[config.mk]
export PLATFORM = sky130hd
export DESIGN_NAME = pc_stack
export DESIGN_NICKNAME = d
export VERILOG_FILES = /design/src/rtl/pc_stack.sv
export SDC_FILE = /design/constraint.sdc
export NUM_CORES = 1
export LEC_CHECK = 0
export ABC_CLOCK_PERIOD_IN_PS = 5800
export BUFFER_PORTS_ARGS = -buffer_cell sky130_fd_sc_hd__buf_4
export CAP_MARGIN = 25
export CORE_ASPECT_RATIO = 0.5
export CORE_MARGIN = 10
export CORE_UTILIZATION = 42
export DETAILED_ROUTE_END_ITERATION = 16
export SLEW_MARGIN = 40
export SYNTH_ARGS = -nofsm -noshare
export SYNTH_HDL_FRONTEND = slang
export SYNTH_SLANG_ARGS = --single-unit
[constraint.sdc]
create_clock -name clk -period 5.8 [get_ports clk]
set_input_delay 1.16 -clock clk [delete_from_list [all_inputs] [get_ports clk]]
set_output_delay 1.16 -clock clk [all_outputs]
set_load 0.05 [all_outputs]
[src/rtl/pc_stack.sv]
// pc_stack: program counter with a small LIFO return-address stack.
// Commands per edge, highest priority first: ret, call, load, inc, hold.
// Stack overflow (call while full) and underflow (ret while empty) set a
// sticky error flag and leave PC and stack untouched.
module pc_stack #(
  parameter int WIDTH = 16,
  parameter int DEPTH = 4
) (
  input  logic             clk,
  input  logic             reset,
  input  logic [WIDTH-1:0] in,
  input  logic             load,
  input  logic             inc,
  input  logic             call,
  input  logic             ret,
  output logic [WIDTH-1:0] out,
  output logic             stk_empty,
  output logic             stk_full,
  output logic             stk_err
);

  localparam int AW  = $clog2(DEPTH);
  localparam int SPW = AW + 1;
  localparam logic [SPW-1:0] SP_MAX = SPW'(DEPTH);

  logic [WIDTH-1:0] stack [DEPTH];
  logic [SPW-1:0]   sp;
  logic [SPW-1:0]   sp_next;
  logic [SPW-1:0]   sp_dec;
  logic [WIDTH-1:0] out_next;
  logic [WIDTH-1:0] out_inc;
  logic             push;
  logic             err_next;

  // Next-state decode: one action per edge, ret beats call beats load beats inc.
  // stk_empty/stk_full are registered decodes of sp, so they stand in for
  // (sp==0) and (sp==DEPTH) here.
  always_comb begin
    out_inc  = out + {{(WIDTH-1){1'b0}}, 1'b1};
    sp_dec   = sp - {{AW{1'b0}}, 1'b1};
    push     = 1'b0;
    err_next = stk_err;
    out_next = out;
    sp_next  = sp;
    if (ret) begin
      if (!stk_empty) begin
        out_next = stack[sp_dec[AW-1:0]];
        sp_next  = sp_dec;
      end else begin
        err_next = 1'b1;
      end
    end else if (call) begin
      if (!stk_full) begin
        push     = 1'b1;
        out_next = in;
        sp_next  = sp + {{AW{1'b0}}, 1'b1};
      end else begin
        err_next = 1'b1;
      end
    end else if (load) begin
      out_next = in;
    end else if (inc) begin
      out_next = out_inc;
    end else begin
      out_next = out;
    end
  end

  // PC, stack pointer and status flags; everything observable is registered.
  always_ff @(posedge clk or posedge reset) begin
    if (reset) begin
      out       <= {WIDTH{1'b0}};
      sp        <= {SPW{1'b0}};
      stk_empty <= 1'b1;
      stk_full  <= 1'b0;
      stk_err   <= 1'b0;
    end else begin
      out       <= out_next;
      sp        <= sp_next;
      stk_empty <= (sp_next == {SPW{1'b0}});
      stk_full  <= (sp_next == SP_MAX);
      stk_err   <= err_next;
    end
  end

  // Return-address storage; contents above sp are never read, so no reset.
  always_ff @(posedge clk) begin
    if (push) begin
      stack[sp[AW-1:0]] <= out_inc;
    end
  end

endmodule
Yosys cells after proc, flatten, opt, wreduce, memory -nomap -nowiden
Memory sizes are Yosys's and may differ from the RTL's.
Cells that the tools add are included.
{"block": "word_totals", "register_bits": 22, "ramBits": 64, "in_bits": 22, "out_inout_bits": 19, "word_cells": 38, "memories": 1}
{"memory": "stack", "words": 4, "width": 16, "rd": 1, "rd_clocked_by_memory_dff": 0, "wr": 1, "line": "26", "rtl": "logic [WIDTH-1:0] stack [DEPTH];"}
{"block": "op_classes", "addsub": 3, "n_eq_ne": 4, "n_mux": 19, "n_reduce_logical": 6}
{"operator": "16-bit two-way mux", "n": 6}
{"operator": "16-bit by 1-bit adder with 16-bit output, second input constant", "n": 1}
{"operator": "3-bit two-way mux", "n": 4}
{"operator": "1-bit two-way mux", "n": 9}
{"operator": "3-bit AND reduction", "n": 2}
{"operator": "2-bit nonzero test", "n": 2}
{"operator": "4-bit nonzero test", "n": 1}
{"operator": "3-bit by 1-bit adder with 3-bit output, second input constant", "n": 1}
{"operator": "3-bit == test, second input constant", "n": 1}
{"operator": "3-bit logical NOT", "n": 1}
{"operator": "3-bit != test, second input constant", "n": 1}
{"operator": "3-bit by 1-bit subtractor with 3-bit output, second input constant", "n": 1}
{"operator": "2-bit by 1-bit != test with 1-bit output, second input constant", "n": 1}
{"operator": "2-bit != test, second input constant", "n": 1}

Longest topological paths before layout
{"block": "logic_depth", "ltp_word": 5, "mapped_depth": 10, "ltp_nobuf": 6}

Least setup slack after synthesis
Ideal clock, no wire load.
{"block": "synth_timing", "path_kind": "input -> register", "startpoint": "input ret", "endpoint": "memory stack[0][0] (enable)", "setup_ps": 374, "arrival_time_ps": 2143, "t_required_ps": 5426, "slack_ps": 3284, "path_stages": 3, "path_buffers": 1, "path_cell_list": "buf_2 -> nor3b_2 -> and2_1"}
{"block": "synth_via", "elab_chain_cells": 3}
{"item": "from (decl)", "line": "15", "rtl": "input logic ret,"}
{"item": "1-bit two-way mux", "line": "45", "rtl": "if (ret) begin"}
{"item": "1-bit two-way mux", "line": "88", "rtl": "if (push) begin"}
{"item": "1-bit two-way mux (not written as such)", "line": "89", "rtl": "stack[sp[AW-1:0]] <= out_inc;"}
{"item": "to (decl)", "line": "26"}
No other way between the ends.

Worst setup path in the final report
{"block": "layout_timing", "startpoint": "input ret", "endpoint": "register out[7]"}
{"block": "layout_via", "elab_chain_cells": 2, "elab_cells_between_ends": 5, "cone_classes": "2 x eq/ne; 1 x mux; 2 x reduce/logical"}
{"item": "3-bit != test (no line) (tied with other cells)"}
{"item": "3-bit AND reduction (no line)"}
{"item": "to (signal assigned)", "line": "72", "rtl": "out <= {WIDTH{1'b0}};"}
{"item": "to (signal assigned)", "line": "78", "rtl": "out <= out_next;"}
{"item": "to (decl)", "line": "16", "rtl": "output logic [WIDTH-1:0] out,"}
Parallel ways exist; a longest one is shown, timed or not.
A chain may end at the register's enable or synchronous reset.

==> results.toml <==
[min_path]
hold_depth = 1
hold_path_end = "sp[2]"
hp-start = "sp[2]"
hp-class = "reg2reg"

[sta]
setup_tns_ps = 0
worst_clock_skew_ps = 6.69
hold_violations = 0
period_minus_slack_ps = 2520
rsz0062_at_grt = "false"
maxSlewViolCount = 0
max_freq_ghz = 0.397
setup_viol = 0
relSlewSlack_pct = 56.1
worst_pin_slew_ps = 659
period_share_pct = 43.4

[clocking]
insertion_delay_ps = 340
cts_hold_buf = 0
cts_buffer_depth = 2
post_cts_resized = 0
cts_tree = "done"
htreeDepth = 3
cts.sinks = 86
root_buffer = "clkbuf_16"
clk_pin_slew_worst_paths_ps = 60
cts_inserted_buffers = 9
postCtsSetupRepairBufs = 0

[setup_path]
critPathMaxStageDelay_ps = 550
r2r_start = "sp[1]"
crit_path_start_kind = "input port"
cp.arrival_ps = 2740
reg2reg_slack_ps = 3610
crit_slowest_cell = "o21ai_2"
worstPathCellList = "buf_4 -> a21o_1 -> o21ai_2 -> o31ai_1 -> a221o_1"
required_ps = 6020
r2r-end = "out[11]"
path_class = "in2reg"
reg2reg_depth = 6
cp-end-kind = "flip-flop"
cp_max_fo = 25

[cells_and_area]
stdcell_area_um2 = 4800
fin_nets = 343
final_common_cell = "edfxtp_1"
final_cell_mix = "edfxtp_1, buf_4, dfrtp_1"
drive_above_1_share_pct = 29.4
nFillCells = 821
num_antenna_cells = 0
post-route-util_pct = 50.8
syn2layout_area_growth_pct = 17.8

[grt]
grt_pass1_vias = 2597
antenna_found_initial = 0
overflow = 0
grt_pass1_wl_um = 15000
grt_use_total_pct = 14.0
grt_max_degree = 26

[synth]
yosysSeqAreaShare_pct = 60.7
syn-instance-count = 281
synth_nets = 308
avgSynthCellArea_um2 = 14.5
ys_warn_count = 0
synth_seq_cells = 86
ys.flop_type = "edfxtp_1"
synth_edf_count = 64
syn-cell-area_um2 = 4070
async_flop_share_pct = 25.6
yosysUniqueCellTypes = 60

[power]
cellLeakagePower_uw = 0.00174
power_uw = 2730
power.density_nw_per_um2 = 569
ir_worst_vdd_v = 0.000184

[die]
start_util_pct = 43.1
dieWidth_um = 159
rows = 25
io_pins = 41
coreArea_um2 = 9450
die_h_um = 89.6
die-area_um2 = 14300

[routing]
num_vias = 2566
first_iter_violations = 174
antenna_left = 0
wl_per_cell_um = 21.3
drtPass1Iterations = 4
avgViaCountPerCell = 5.64
wirelength_um = 9690
drc = 0

[place]
dp_hpwl_um = 6480
place.gp.congestion = 0.757
place_area_um2 = 4470
numPortBuffers = 40

[flow_run]
drv_cap = 0

[status]
outcome = "finished, final reports clean"
-- how the worst max path moves through the flow --
stage,start,endpoint,slack [ps],depth (start not counted)
after floorplan,ret,stack[0][0],3280,3
after global placement,ret,stack[3][6],2800,3
after detailed placement,ret,out[7],2950,5
after CTS,ret,out[7],3290,5
after global routing,ret,out[7],3190,5
final,ret,out[7],3280,5
-- per-layer routing --
layer  routed length (µm)  track usage [%]  up-vias
met5                    0                0        -
li1                     -                -     1164
met3                  525             4.19        9
met2                 4600             22.7       72
met1                 4460             18.0     1321
met4                   97             4.18        0
-- worst max-delay path: cells and delay by family --
family,cells,cell delay (ps)
compound gates,4,1360
buf+inv,1,200
-- power breakdown --
group          switching [µW]  internal (µW)  total [µW]
sequential                151            884        1040
combinational             660            396        1060
clock                     223            416         639
total                    1030           1700        2730
-- cells in the mapped netlist, drive strengths merged (4+ instances only) --
| cell type | number | share of area (%) |
|---|---|---|
| xor2 | 6 | 1.3 |
| dfrtp | 21 | 13 |
| ha | 5 | 1.5 |
| nor2 | 16 | 1.6 |
| edfxtp | 64 | 47 |
| clkbuf | 5 | 0.52 |
| o21ai | 12 | 1.6 |
| buf | 13 | 1.9 |
| and2 | 5 | 0.77 |
| nand3 | 6 | 0.74 |
| a31oi | 7 | 1.1 |
| nor4 | 6 | 2.1 |
| a221o | 5 | 1.2 |
| a21oi | 7 | 0.86 |
| inv | 8 | 0.74 |
| or3 | 4 | 0.61 |
| xnor2 | 7 | 1.5 |
| nor3 | 4 | 0.61 |
| mux4 | 16 | 8.8 |
| nand2 | 15 | 1.4 |
-- state kept, by name, indices dropped and copies added (netlist names) --
register   count
stack         64
out           16
stk_empty      1
sp             3
stk_full       1
stk_err        1
-- stage by stage --
stage	worst slack [ps]	hold WS, ps	cells
detailed placement	2950	474	440
global route	3190	512	455
floorplan	3280	457	281
CTS	3290	491	455
finish	3280	487	455
global placement	2800	477	440
-- area by class of cell --
cell class | count | area (µm²) | share of cell area (%)
clock buffers | 10 | 229 | 4.77
flip-flops and latches | 86 | 2470 | 51.5
clock inverters | 5 | 98.8 | 2.06
repair buffers | 42 | 315 | 6.57
well taps | 135 | 169 | 3.52
inverters | 8 | 30.0 | 0.626
multi-input cells | 169 | 1480 | 30.9
-- cell families (layout without fill, tap and decap cells) --
logic type                 count (synthesis)  count (layout)  synth area share (%)
DFF                                       86              86                  60.7
and+or+nand+nor                           72              72                  11.2
AOI/OAI and AO/OA                         58              58                  10.4
buffers and inverters                     26              65                  3.13
muxes                                     21              21                  10.1
xor gates and xnor gates                  13              13                  2.80
adders and majority gates                  5               5                  1.54
(Power assumes the default switching activity.)
